===== src/rtl/btn_cond_pkg.sv =====
// rtl/btn_cond_pkg.sv - shared debounce state encodings and default timing constants
package btn_cond_pkg;

    // Debounce FSM state encoding; W_* are the "waiting to confirm" states
    typedef enum logic [1:0] {
        S_LO = 2'b00,
        W_HI = 2'b01,
        S_HI = 2'b11,
        W_LO = 2'b10
    } deb_state_t;

    // Default timing, also reused by the counter-stage benches
    localparam int DEF_SYNC_STAGES   = 2;
    localparam int DEF_DEB_CYCLES    = 16;
    localparam int DEF_REPEAT_DELAY  = 64;
    localparam int DEF_REPEAT_PERIOD = 16;

endpackage


===== src/rtl/btn_cond_sync_ff.sv =====
// rtl/btn_cond_sync_ff.sv - parameterised flop-chain synchronizer, clears to 0
module btn_cond_sync_ff #(
    parameter int STAGES = 2
) (
    input  logic clk,
    input  logic rst,
    input  logic d,
    output logic q
);

    logic [STAGES-1:0] chain;

    // Shift the asynchronous level through the chain; only the last stage is used
    always_ff @(posedge clk) begin
        if (rst) begin
            chain <= '0;
        end else begin
            chain <= {chain[STAGES-2:0], d};
        end
    end

    assign q = chain[STAGES-1];

endmodule


===== src/rtl/btn_cond.sv =====
// rtl/btn_cond.sv - button conditioner: synchronizer, debounce FSM, rise/fall pulses (auto-repeat under BTN_COND_AUTOREPEAT_EN)
module btn_cond
    import btn_cond_pkg::*;
#(
    parameter int SYNC_STAGES   = DEF_SYNC_STAGES,
    parameter int DEB_CYCLES    = DEF_DEB_CYCLES,
    parameter int REPEAT_DELAY  = DEF_REPEAT_DELAY,
    parameter int REPEAT_PERIOD = DEF_REPEAT_PERIOD
) (
    input  logic clk,
    input  logic rst,
    input  logic btn_in,
    output logic x,
    output logic x_rise,
    output logic x_fall
);

    localparam int CW = $clog2(DEB_CYCLES) + 1;
    localparam logic [CW-1:0] CNT_LAST = CW'(DEB_CYCLES - 1);
    localparam logic [CW-1:0] CNT_MAX  = {CW{1'b1}};

    // Out-of-range configurations are rejected at elaboration
    if (SYNC_STAGES < 2 || SYNC_STAGES > 4 || DEB_CYCLES < 2 ||
        REPEAT_DELAY < 1 || REPEAT_PERIOD < 1) begin : g_param_err
        $error("btn_cond: illegal parameter value");
    end

    logic          s;
    deb_state_t    state;
    logic [CW-1:0] cnt;
    logic          repeat_pulse;
    logic          in_hold;

    btn_cond_sync_ff #(
        .STAGES (SYNC_STAGES)
    ) u_sync (
        .clk (clk),
        .rst (rst),
        .d   (btn_in),
        .q   (s)
    );

    // Debounce FSM: a new level is accepted only after DEB_CYCLES identical samples
    always_ff @(posedge clk) begin
        if (rst) begin
            state  <= S_LO;
            cnt    <= '0;
            x      <= 1'b0;
            x_rise <= 1'b0;
            x_fall <= 1'b0;
        end else begin
            x_rise <= 1'b0;
            x_fall <= 1'b0;
            case (state)
                S_LO: begin
                    if (s) begin
                        state <= W_HI;
                        cnt   <= CW'(1);
                    end
                end
                W_HI: begin
                    if (!s) begin
                        state <= S_LO;
                        cnt   <= '0;
                    end else if (cnt == CNT_LAST) begin
                        state  <= S_HI;
                        cnt    <= '0;
                        x      <= 1'b1;
                        x_rise <= 1'b1;
                    end else if (cnt != CNT_MAX) begin
                        cnt <= cnt + CW'(1);
                    end
                end
                S_HI: begin
                    if (!s) begin
                        state <= W_LO;
                        cnt   <= CW'(1);
                    end else begin
                        x_rise <= repeat_pulse;
                    end
                end
                W_LO: begin
                    if (s) begin
                        state <= S_HI;
                        cnt   <= '0;
                    end else if (cnt == CNT_LAST) begin
                        state  <= S_LO;
                        cnt    <= '0;
                        x      <= 1'b0;
                        x_fall <= 1'b1;
                    end else if (cnt != CNT_MAX) begin
                        cnt <= cnt + CW'(1);
                    end
                end
                default: begin
                    state <= S_LO;
                    cnt   <= '0;
                    x     <= 1'b0;
                end
            endcase
        end
    end

    // Staying in S_HI with s still high is the only case that can auto-repeat
    assign in_hold = (state == S_HI) && s;

`ifdef BTN_COND_AUTOREPEAT_EN
    localparam int RW = $clog2(REPEAT_DELAY + REPEAT_PERIOD) + 1;
    localparam logic [RW-1:0] REP_FIRST = RW'(REPEAT_DELAY);
    localparam logic [RW-1:0] REP_NEXT  = RW'(REPEAT_DELAY + REPEAT_PERIOD);

    logic [RW-1:0] rep_cnt;
    logic [RW-1:0] rep_inc;

    assign rep_inc      = rep_cnt + RW'(1);
    assign repeat_pulse = in_hold && ((rep_inc == REP_FIRST) || (rep_inc == REP_NEXT));

    // Cycles since S_HI entry; folds back to REPEAT_DELAY so later pulses recur every REPEAT_PERIOD
    always_ff @(posedge clk) begin
        if (rst || !in_hold) begin
            rep_cnt <= '0;
        end else if (rep_inc == REP_NEXT) begin
            rep_cnt <= REP_FIRST;
        end else begin
            rep_cnt <= rep_inc;
        end
    end
`else
    assign repeat_pulse = 1'b0 & in_hold;
`endif

endmodule

===== config.mk =====
export PLATFORM = sky130hd
export DESIGN_NAME = btn_cond
export DESIGN_NICKNAME = d
export VERILOG_FILES = /design/src/rtl/btn_cond_pkg.sv /design/src/rtl/btn_cond_sync_ff.sv /design/src/rtl/btn_cond.sv
export SDC_FILE = /design/constraint.sdc
export NUM_CORES = 1
export LEC_CHECK = 0
export CORE_UTILIZATION = 40
export CTS_CLUSTER_SIZE = 24
export DETAILED_ROUTE_END_ITERATION = 7
export PLACE_DENSITY_LB_ADDON = 0.08
export SLEW_MARGIN = 20
export SYNTH_ARGS = -nofsm -noshare
export SYNTH_HDL_FRONTEND = slang
export SYNTH_HIERARCHICAL = 1
export SYNTH_SLANG_ARGS = --single-unit
export TNS_END_PERCENT = 50

===== constraint.sdc =====
create_clock -name clk -period 2.6 [get_ports clk]
set_input_delay 0.52 -clock clk [delete_from_list [all_inputs] [get_ports clk]]
set_output_delay 0.52 -clock clk [all_outputs]
set_load 0.05 [all_outputs]

==> flow_summary_export.csv, run 1 <==
group,metric,value,unit
routing,drcViolationCount,0,
timing,fin_ws,0.650,ns
cells_and_area,instances_no_fill,94,
timing,max_freq,0.513,GHz
clocking,clk_path_buf_depth,2,
worst_setup_path,critPathSlowestCell,"clkdlybuf4s50_1",
timing,rsz0062_at_grt,"false",
timing,worst_pin_slew,0.505,ns
floorplan,coreArea,1580,um^2
global_route,grt.overflow.total,0,
routing,wl,1280,um
worst_setup_path,rrSetupSlack,1.01,ns
synthesis,yosysSeqAreaShare,34.3,%
worst_setup_path,path_max_fanout,3,
clocking,hold_buffers,0,
worst_setup_path,crit_type,"flip-flop to primary output",
cells_and_area,multi_input_area,423,um^2
synthesis,syn_area,701,um^2
global_route,grt_pass1_vias,488,
synthesis,synth_seq_cells,12,
worst_setup_path,worstPathRequired,2.08,ns
routing,via_per_inst,6.11,
timing,hold_viol,0,
clocking,cts_tree,"yes",
clocking,clk_pin_slew,0.07,ns
timing,final_max_slew_viol_count,0,
place,place_inst,91,
floorplan,die_x,43.9,um
worst_setup_path,arrival,1.43,ns
timing,period_share,75.0,%
place,pre_cts_ws,0.888,ns
routing,vias,574,
worst_hold_path,hp-start,"u_sync/chain[0]",
routing,avgRoutedWirePerCell,13.6,um
routing,drt_iter0_markers,10,
floorplan,die-area,1920,um^2
worst_setup_path,reg2reg_from,"cnt[0]",
cells_and_area,layout-drive-gt1-share,12.8,%
clocking,cts.sink_count,12,
worst_setup_path,cp-end-kind,"primary output",
worst_setup_path,reg2reg_depth,4,
worst_setup_path,cp_num_buf_inv,1,
flow_run,cap_violations,0,
clocking,numCtsBuffers,3,
timing,min_period,1.95,ns
timing,setup_violations,0,
clocking,ctsResizeCount,0,
floorplan,io_pins,6,
clocking,root_buffer,"clkbuf_4",
synthesis,synth.net_count,80,
cells_and_area,fillers,150,
worst_setup_path,worst_path_largest_cell_delay,0.81,ns
timing,hold_ws,0.449,ns
worst_setup_path,path_cells,"clkdlybuf4s50_1",
synthesis,syn_avg_cell_area,9.73,um^2
synthesis,yosysUniqueCellTypes,34,
power_and_ir_drop,finalPower,376,uW
routing,drt_pre_antenna_iters,4,
cells_and_area,regArea,240,um^2
clocking,h-tree-depth,1,
power_and_ir_drop,ir_drop,0.279,mV
floorplan,initial_utilization,44.4,%
place,detailed_place_hpwl,905,um
worst_hold_path,hold_depth,1,
cells_and_area,layout.nets,88,
floorplan,row_count,14,
timing,max_slew_margin,66.2,%
routing,antenna_left,0,
worst_setup_path,crit_family,"buffers and inverters",
worst_hold_path,hold_path_end,"u_sync/chain[1]",
synthesis,synth.yosys.warnings,6,
worst_setup_path,start_kind,"flip-flop",
timing,final.setup.tns,0,ns
global_route,grt_max_degree,16,
floorplan,die_y,43.9,um
timing,clock_skew,0.000868,ns
synthesis,netlist_instances,72,
run_status,status,"completed",
clocking,clk_latency,0.27,ns
clocking,post_cts_buffers,0,
power_and_ir_drop,power.density,483,nW/um^2
worst_hold_path,hp-class,"flip-flop to flip-flop",
global_route,grt_usage,15.5,%
worst_setup_path,r2r_end,"state[0]",
global_route,antenna_found_initial,0,
power_and_ir_drop,p_leak,0.000273,uW
global_route,grt_first_pass_wirelength,2140,um
place,port-buffer-count,5,
cells_and_area,areaGrowthSynthToFinish,11.1,%
place,place_congestion,0.713,
cells_and_area,antennaDiodeCount,0,
routing by layer:
| layer | global-route usage (%) | up-vias | share of wire [%] |
|---|---|---|---|
| li1 | - | 287 | - |
| met3 | 6.25 | 2 | 4.5 |
| met4 | 5.45 | 0 | 1.1 |
| met1 | 21.2 | 271 | 52 |
| met2 | 21.8 | 14 | 42 |
| met5 | 0 | - | 0 |
how the worst max path moves through the flow:
stage / startpoint / to / slack (ns) / depth (start not counted)
after global routing: x / x / 0.60 / 1
final: x / x / 0.65 / 1
after CTS: x / x / 0.64 / 1
after floorplan: state[0] / state[0] / 1.14 / 5
after global placement: rst / cnt[3] / 0.93 / 2
after detailed placement: rst / cnt[3] / 0.89 / 2
cell families after synthesis:
kind of cell,synth area share [%]
AO/OA/AOI/OAI,21.4
adder cells (fa/ha/maj),8.93
buffers and inverters,5.36
flip-flops,34.3
multiplexers,7.14
AND/OR/NAND/NOR,22.9
sequential cells by signal, indices dropped and copies added, names as in the netlist:
signal and flops:
x_fall 1, x_rise 1, u_sync/chain 2, state 2, cnt 5, x 1
cell usage in the layout, fill, tap and decap left out, drive strengths merged, types with 3 or more instances in the layout:
master         synthesis  layout
dfxtp                 12      12
ha                     5       5
clkdlybuf4s50          0       5
a31oi                  3       3
nand2b                 3       3
nor2                   4       4
o21ai                  3       3
nor4                   3       3
inv                    6       6
clkbuf                 1       3
stage by stage:
stage	cell area (um^2)	util (%)
floorplan	701	-
global placement	756	47.9
detailed placement	756	47.9
CTS	778	49.4
global route	778	49.4
finish	778	49.4
cell usage after synthesis (all sizes together):
cell type  instances  area share (%)
o41ai              1             1.3
nor2               4             2.1
ha                 5             8.9
nor4               3             2.7
a211oi             1             1.8
a2111oi            1             3.9
inv                6             3.2
nand3b             1             1.1
o21ai              3             2.1
a41o               1             1.4
nand3              2             1.4
nor2b              2             1.8
a21boi             1             1.1
a21o               1             1.1
and4               1             1.3
nand2b             3             2.7
nand4b             1             1.3
clkbuf             1            0.54
buf                1             1.6
mux2               2             4.3
nor3               1            0.71
nand2              2             1.1
and2               2             2.0
o32ai              1             1.3
dfxtp             12              34
and4b              2             3.0
mux2i              2             2.9
a21oi              2             1.4
a221oi             2             2.5
a31oi              3             2.7
and4bb             1             1.8
o22ai              1            0.89
power by group:
group | switching [uW] | internal, uW | total (uW)
Clock | 58.4 | 53.6 | 112
Combinational | 36.0 | 29.3 | 65.3
Sequential | 7.66 | 191 | 199
Total | 102 | 274 | 376
area by class of cell:
cell class / instances / area share [%]
Multi-Input combinational cell: 52 / 54.3
Clock buffer: 3 / 2.89
Timing Repair Buffer: 5 / 6.43
Sequential cell: 12 / 30.9
Tap cell: 16 / 2.57
Inverter: 6 / 2.89
(Power assumes the default switching activity.)
==> inputs of run 2 (changes only) <==
==> constraint.sdc (replaced) <==
create_clock -name clk -period 1.8 [get_ports clk]
set_input_delay 0.36 -clock clk [delete_from_list [all_inputs] [get_ports clk]]
set_output_delay 0.36 -clock clk [all_outputs]
set_load 0.05 [all_outputs]
==> flow_summary_export.csv, run 2 (synthesis results as in run 1) <==
group,metric,value,unit
timing,max_freq,0.578,GHz
timing,hold_viol,0,
cells_and_area,antennaDiodeCount,0,
worst_setup_path,critPathSlowestCell,"clkdlybuf4s50_1",
routing,drt_iter0_markers,13,
worst_setup_path,worstPathRequired,1.44,ns
clocking,h-tree-depth,1,
global_route,grt_usage,17.8,%
power_and_ir_drop,p_int,402,uW
routing,avgRoutedWirePerCell,14.3,um
routing,via_per_inst,5.99,
power_and_ir_drop,p_sw,158,uW
timing,final.setup.tns,0,ns
cells_and_area,reg_top3,"cnt: 5 flops, state: 2 flops, u_sync/chain: 2 flops",
floorplan,io_pins,6,
routing,vias,575,
power_and_ir_drop,power_frac_seq,51.3,%
floorplan,die-area,1920,um^2
worst_setup_path,worst_path_largest_cell_delay,0.78,ns
routing,drcViolationCount,0,
timing,min_period,1.73,ns
routing,drt_pre_antenna_iters,4,
worst_setup_path,cp_num_buf_inv,1,
worst_hold_path,hp-class,"flip-flop to flip-flop",
power_and_ir_drop,p_comb_share,18.6,%
cells_and_area,largest_register_ffs,5,
place,place_congestion,0.760,
timing,worst_pin_slew,0.509,ns
power_and_ir_drop,p_leak,0.000304,uW
global_route,grt_pass1_vias,525,
worst_setup_path,arrival,1.37,ns
cells_and_area,fillers,149,
cells_and_area,layout.nets,90,
power_and_ir_drop,netSwitchingFraction,28.2,%
clocking,cts.sink_count,12,
flow_run,cap_violations,0,
cells_and_area,final_common_cell,"dfxtp_1",
floorplan,row_count,14,
floorplan,initial_utilization,44.4,%
routing,antenna_left,0,
timing,period_share,96.1,%
power_and_ir_drop,power.density,706,nW/um^2
run_status,status,"completed",
place,place_inst,93,
cells_and_area,top_register,"cnt",
clocking,post_cts_buffers,0,
worst_setup_path,crit_family,"buffers and inverters",
clocking,clk_path_buf_depth,2,
global_route,grt.overflow.total,0,
timing,setup_violations,0,
place,detailed_place_hpwl,990,um
power_and_ir_drop,ir_drop,0.344,mV
clocking,clk_pin_slew,0.07,ns
global_route,antenna_found_initial,0,
cells_and_area,layout-drive-gt1-share,16.3,%
worst_setup_path,path_cells,"clkdlybuf4s50_1",
global_route,grt_max_degree,16,
floorplan,coreArea,1580,um^2
cells_and_area,areaGrowthSynthToFinish,13.2,%
floorplan,die_y,43.9,um
worst_setup_path,path_max_fanout,1,
cells_and_area,instances_no_fill,96,
power_and_ir_drop,p_clk_share,30.1,%
clocking,clk_latency,0.28,ns
timing,max_slew_margin,66.0,%
global_route,grt_first_pass_wirelength,2480,um
timing,clock_skew,0.00171,ns
routing,wl,1370,um
cells_and_area,layout_common_cells,"12 x dfxtp_1, 6 x inv_1, 5 x ha_1",
clocking,root_buffer,"clkbuf_4",
timing,rsz0062_at_grt,"false",
worst_setup_path,start_kind,"flip-flop",
clocking,cts_tree,"yes",
worst_setup_path,crit_type,"flip-flop to primary output",
floorplan,die_x,43.9,um
place,port-buffer-count,5,
worst_setup_path,cp-end-kind,"primary output",
timing,final_max_slew_viol_count,0,
clocking,numCtsBuffers,3,
-- run 2: cell count changes in the layout (fill, tap and decap cells not counted) --
cell             previous run  this run
buf_4                       0         3
clkdlybuf4s50_1             5         3
dlymetal6s2s_1              0         1
-- run 2: power groups by stage --
stage	registers (uW)	logic [uW]	clock network, uW
final	287	104	169
after global routing	290	116	194
after CTS	288	103	176
after detailed placement	294	103	0
after global placement	294	104	0
after floorplan	289	78.9	0
-- run 2: area by class of cell --
cell class                 count  area, um^2  share of cell area, %
clock buffer                   3        22.5                   2.84
inverter                       6        22.5                   2.84
multi-input combinational     52         423                   53.3
timing repair buffer           7        65.1                   8.20
sequential                    12         240                   30.3
tap                           16        20.0                   2.52
-- run 2: per-layer routing --
| layer | vias to the layer above | share of wire (%) | wire [um] | track usage, % |
|---|---|---|---|---|
| li1 | 293 | - | - | - |
| met1 | 263 | 49 | 675 | 24.7 |
| met2 | 16 | 44 | 601 | 26.0 |
| met3 | 3 | 5.2 | 71 | 6.25 |
| met4 | 0 | 1.4 | 19 | 5.45 |
| met5 | - | 0 | 0 | 0 |
-- run 2: worst reg2reg max path: cells and delay by family, from the launching register on --
| family | cells | cell delay (ns) |
|---|---|---|
| simple gates | 2 | 0.36 |
| flops | 1 | 0.37 |
| buf+inv | 1 | 0.10 |
| compound gates | 1 | 0.33 |
| fa+ha+maj | 1 | 0.36 |
-- run 2: through the flow --
step / utilization, % / setup WS (ns) / cell area [um^2] / hold WS [ns] / total power [uW]
floorplan: - / 0.335 / 701 / 0.414 / 368
global placement: 48.7 / 0.218 / 768 / 0.438 / 397
detailed placement: 48.7 / 0.226 / 768 / 0.438 / 397
CTS: 50.2 / 0.0353 / 791 / 0.461 / 567
global route: 50.3 / 0.00476 / 793 / 0.466 / 599
finish: 50.3 / 0.0699 / 793 / 0.453 / 560
-- run 2: path summary, 6_finish.rpt --
| check | startpoint | endpoint | slack [ns] | depth (start not counted) |
|---|---|---|---|---|
| worst max-delay path | x_fall | x_fall | 0.07 | 1 |
| worst min-delay path | u_sync/chain[0] | u_sync/chain[1] | 0.45 | 1 |
| worst max register to register | state[0] | cnt[3] | 0.19 | 5 |
| worst min register to register | u_sync/chain[0] | u_sync/chain[1] | 0.45 | 1 |
-- run 2: timing repair --
action / in CTS / in global routing
hold endpoints to repair: 0 / 0
hold buffers: 0 / 0
endpoints found under the setup margin: 0 / 1
gates resized for setup: 0 / 1
==> inputs of run 3 (changes only) <==
--- a/config.mk
+++ b/config.mk
@@ -5,6 +5,8 @@
 export SDC_FILE = /design/constraint.sdc
 export NUM_CORES = 1
 export LEC_CHECK = 0
+export ABC_AREA = 1
+export CAP_MARGIN = 15
 export CORE_UTILIZATION = 40
 export CTS_CLUSTER_SIZE = 24
 export DETAILED_ROUTE_END_ITERATION = 7
==> flow_summary_export.csv, run 3 <==
group,metric,value,unit
clocking,post_cts_buffers,0,
worst_setup_path,worstPathRequired,1.44,ns
timing,rsz0062_at_grt,"false",
timing,final.setup.tns,0,ns
synthesis,synth.net_count,95,
synthesis,yosys.area.top_type,"dfxtp_1",
power_and_ir_drop,power.density,1290,nW/um^2
global_route,use_met2,19.1,%
power_and_ir_drop,finalPower,973,uW
worst_setup_path,path_cells,"clkdlybuf4s50_1",
worst_setup_path,worst_path_largest_cell_delay,0.79,ns
cells_and_area,largest_register_ffs,5,
synthesis,syn_avg_cell_area,7.54,um^2
worst_setup_path,reg2reg_from,"state[0]",
timing,min_period,1.72,ns
cells_and_area,areaGrowthSynthToFinish,15.1,%
cells_and_area,layout.nets,104,
clocking,clk_pin_slew,0.07,ns
worst_setup_path,crit_type,"flip-flop to primary output",
synthesis,async_flop_share,0,%
global_route,antenna_found_initial,0,
synthesis,synth_ff_type,"dfxtp_1",
timing,worst_pin_slew,0.487,ns
worst_setup_path,r2r_end,"state[1]",
timing,period_share,95.5,%
clocking,hold_buffers,0,
place,detailed_place_hpwl,848,um
clocking,cts_tree,"yes",
worst_setup_path,crit_family,"buffers and inverters",
floorplan,coreArea,1520,um^2
clocking,numCtsBuffers,3,
worst_hold_path,hold_depth,2,
synthesis,netlist_instances,87,
global_route,grt.overflow.total,0,
synthesis,synth.yosys.warnings,6,
routing,vias,548,
routing,drt_pre_antenna_iters,4,
worst_setup_path,cp_num_buf_inv,1,
synthesis,yosysUniqueCellTypes,21,
clocking,clk_path_buf_depth,2,
power_and_ir_drop,ir_drop,0.744,mV
floorplan,die-area,1800,um^2
routing,wl,1060,um
place,place_congestion,0.832,
worst_hold_path,hold_path_end,"u_sync/chain[1]",
floorplan,io_pins,6,
worst_setup_path,critPathSlowestCell,"clkdlybuf4s50_1",
worst_setup_path,rrSetupSlack,0.41,ns
timing,max_freq,0.582,GHz
synthesis,yosysSeqAreaShare,36.6,%
cells_and_area,layout-drive-gt1-share,17.9,%
synthesis,yosysMostFrequentCell,"nand2_1",
cells_and_area,reg_top3,"cnt: 5 flops, state: 2 flops, u_sync/chain: 2 flops",
routing,avgRoutedWirePerCell,9.51,um
routing,antenna_left,0,
cells_and_area,top_register,"cnt",
timing,hold_viol,0,
synthesis,ys_top_cells_by_area,"dfxtp_1 37%, nand2_1 11%, ha_1 9.5%",
synthesis,synth-edff-count,0,
flow_run,cap_violations,0,
timing,max_slew_margin,67.5,%
timing,setup_violations,0,
worst_setup_path,cp-end-kind,"primary output",
run_status,status,"completed",
global_route,grt-busiest-layer,"met1",
place,place_inst,107,
global_route,grt_usage,14.4,%
global_route,grt_util_met1,19.3,%
cells_and_area,instances_no_fill,111,
synthesis,yosysTopAreaCellShare,36.6,%
routing,drcViolationCount,0,
worst_setup_path,path_max_fanout,1,
cells_and_area,antennaDiodeCount,0,
global_route,grt_first_pass_wirelength,1900,um
cells_and_area,layout_common_cells,"20 x nand2_1, 12 x dfxtp_1, 9 x inv_1",
synthesis,syn_area,656,um^2
place,port-buffer-count,5,
synthesis,synth_common_cells,"20 x nand2_1, 12 x dfxtp_1, 9 x inv_1",
global_route,grt_max_degree,8,
timing,clock_skew,0.00239,ns
floorplan,row_count,14,
power_and_ir_drop,p_leak,0.000324,uW
timing,final_max_slew_viol_count,0,
clocking,ctsResizeCount,0,
global_route,use_met3,7.76,%
worst_setup_path,arrival,1.36,ns
clocking,root_buffer,"clkbuf_4",
routing,drt_iter0_markers,16,
clocking,clk_latency,0.27,ns
floorplan,die_y,42.5,um
cells_and_area,final_common_cell,"nand2_1",
clocking,h-tree-depth,1,
worst_setup_path,reg2reg_depth,8,
floorplan,initial_utilization,43.0,%
worst_hold_path,hp-class,"flip-flop to flip-flop",
floorplan,die_x,42.5,um
clocking,cts.sink_count,12,
synthesis,synth_seq_cells,12,
worst_setup_path,start_kind,"flip-flop",
global_route,grt_pass1_vias,442,
worst_hold_path,hp-start,"u_sync/chain[0]",
routing,via_per_inst,4.94,
-- run 3: cell types whose count changed in the layout (fill, tap and decap cells not counted), sizes merged, moves of 3 or more --
| cell | delta |
|---|---|
| nand3 | +5 |
| nand4 | +3 |
| nand2 | +21 |
| inv | +6 |
| nor4 | -3 |
| nand2b | -3 |
| nor2 | +8 |
| a31oi | -3 |
-- run 3: logic make-up after synthesis --
group	share of synthesized area (%)
AO/OA/AOI/OAI	5.73
XOR/XNOR	2.67
adder cells (fa/ha/maj)	9.54
buffers and inverters	7.63
flip-flops	36.6
AND/OR/NAND/NOR	37.8
-- run 3: power breakdown --
| part | switching, uW | internal [uW] |
|---|---|---|
| Combinational | 257 | 159 |
| Sequential | 44.0 | 305 |
| Clock | 84.9 | 123 |
-- run 3: layer usage --
layer  routed length, um  part of all wire [%]
met5                   0                     0
met4                  13                   1.2
met3                  59                   5.6
met2                 453                    43
met1                 530                    50
-- run 3: worst max-delay path by stage --
stage,from,endpoint,slack (ns),depth (start not counted)
after floorplan,state[0],state[1],0.56,8
after global placement,x_rise,x_rise,0.37,1
after detailed placement,x_fall,x_fall,0.37,1
after CTS,x_fall,x_fall,0.07,1
after global routing,x_fall,x_fall,0.02,1
final,x_fall,x_fall,0.08,1
-- run 3: final cells by class --
class	instances	area, um^2
inverters	12	45.0
flip-flops and latches	12	240
fillers	155	769
clock buffers	4	36.3
multi-input cells	62	365
repair buffers	5	47.5
well taps	16	20.0
-- run 3: metrics by stage --
stage                     util, %  hold WS [ns]  instance area (um^2)  setup WS (ns)
after CTS                    49.5         0.409                   754         0.0732
after detailed placement     47.1         0.398                   718          0.370
after global routing         49.5         0.434                   754         0.0221
final                        49.5         0.405                   754         0.0810
after floorplan                 -         0.388                   656          0.557
after global placement       47.1         0.397                   718          0.367
-- run 3: worst reg2reg max path: cells and delay by family (launching register included) --
kind / cells / cell delay [ns]
buffers and inverters: 2 / 0.13
AO/OA/AOI/OAI: 1 / 0.12
AND/OR/NAND/NOR: 4 / 0.30
adder cells (fa/ha/maj): 1 / 0.34
flip-flops: 1 / 0.40
==> edit, RTL diff (config.mk and constraints of run 3) <==
Add an input register stage for `btn_in`, without a reset; this delays it by one clock.
--- a/src/rtl/btn_cond.sv
+++ b/src/rtl/btn_cond.sv
@@ -19,6 +19,12 @@
     localparam logic [CW-1:0] CNT_LAST = CW'(DEB_CYCLES - 1);
     localparam logic [CW-1:0] CNT_MAX  = {CW{1'b1}};
 
+    logic btn_q;
+
+    always_ff @(posedge clk) begin
+        btn_q <= btn_in;
+    end
+
     // Out-of-range configurations are rejected at elaboration
     if (SYNC_STAGES < 2 || SYNC_STAGES > 4 || DEB_CYCLES < 2 ||
         REPEAT_DELAY < 1 || REPEAT_PERIOD < 1) begin : g_param_err
@@ -36,7 +42,7 @@
     ) u_sync (
         .clk (clk),
         .rst (rst),
-        .d   (btn_in),
+        .d   (btn_q),
         .q   (s)
     );
 
Check against the original RTL: no difference found for any inputs over 10 cycles, from zero or initial values and one cycle with rst high; that may be too few to reach the edited logic, so the function may still have changed.
==> edit against run 3 <==
Design area is 2.2% higher; register-to-register slack lost 0.10 ns; sequential cell count increased by 1; synthesized cell count rose by 3.4%; clock skew increased by 0.0032 ns; area after synthesis up 3.6%; non-clock buffer count is the same; sequential share of layout area increased by 1.9 points; wire length up 4.7%; setup slack got worse by 0.0091 ns; critical path type unchanged; largest cell class unchanged.
Power is not compared: it rests on default switching activity, and its combinational part moved more than twofold at a synthesized area within 25%.
==> edit: results (changes against run 3) <==
Syn Area/Cell: 7.55 um2 (was 7.54 um2)
Fill count: 168 (was 155)
Multi-input combinational area share: 47.6% (was 48.4%)
TritonCTS Sinks: 13 (was 12)
Non-Filler Instances: 114 (was 111)
NonClk Buf Share: 6.17% (was 6.30%)
R2r endpoint: cnt[1]$_SDFFE_PP0P_ (was state[1]$_SDFFE_PP0P_)
Adder-Cell Fraction of Synth Area: 9.21% (was 9.54%)
GRT Overall Usage: 15.3% (was 14.4%)
Layout cells sized above 1: 17.3% (was 17.9%)
Clock buf count: 3 (was 4)
Compound-Gate Fraction of Synth Area: 12.5% (was 5.73%)
Number of multi-input logic gates: 63 (was 62)
Worst-Margin Slew: 0.485 ns (was 0.487 ns)
Syn nets: 98 (was 95)
Placed insts: 110 (was 107)
Vias in the first global route: 512 (was 442)
XOR/XNOR Fraction of Synth Area: 0% (was 2.67%)
R2R setup slack: 0.31 ns (was 0.41 ns)
Post-DR wirelength/cell: 9.70 um (was 9.51 um)
Seq/total area: 33.8% (was 31.8%)
Commonest cells in the netlist: 23 x nand2_1, 13 x dfxtp_1, 12 x inv_1 (was 20 x nand2_1, 12 x dfxtp_1, 9 x inv_1)
GPL Wtd Cong: 0.786 (was 0.832)
Status: finished clean (unchanged)
Inverters excl. clock: 13 (was 12)
Largest net degree at the start of global routing: 13 (was 8)
Initial DRC count: 12 (was 16)
Hpwl dp: 881 um (was 848 um)
ANT cells: 0 (unchanged)
Clock Skews: 0.00561 ns (was 0.00239 ns)
-- edit: cell count changes after synthesis, sizes merged, moves of 3 or more --
cell | run 3 | this run
a21oi | 4 | 9
nand3 | 7 | 4
nor2 | 12 | 5
nand2 | 23 | 28
o21ai | 2 | 5
-- edit: report_power, final --
part           switching, uW  total (uW)  internal (uW)
registers               10.0         307            297
clock network           94.3         177           82.3
logic                   40.3        64.6           24.3
-- edit: per-stage QoR --
stage	area [um2]	hold WS (ns)	power [uW]	setup WS, ns
floorplan	679	0.388	363	0.484
global placement	743	0.394	379	0.319
detailed placement	743	0.397	380	0.301
CTS	771	0.412	560	0.0588
global route	771	0.422	592	0.0196
finish	771	0.409	549	0.0719
-- edit: metal layers --
| layer | global-route usage (%) | vias to the layer above | share of wire, % |
|---|---|---|---|
| met5 | 0 | - | 0 |
| met4 | 5.45 | 0 | 0.90 |
| met3 | 7.66 | 2 | 4.4 |
| met2 | 21.8 | 10 | 45 |
| met1 | 19.6 | 240 | 50 |
| li1 | - | 305 | - |
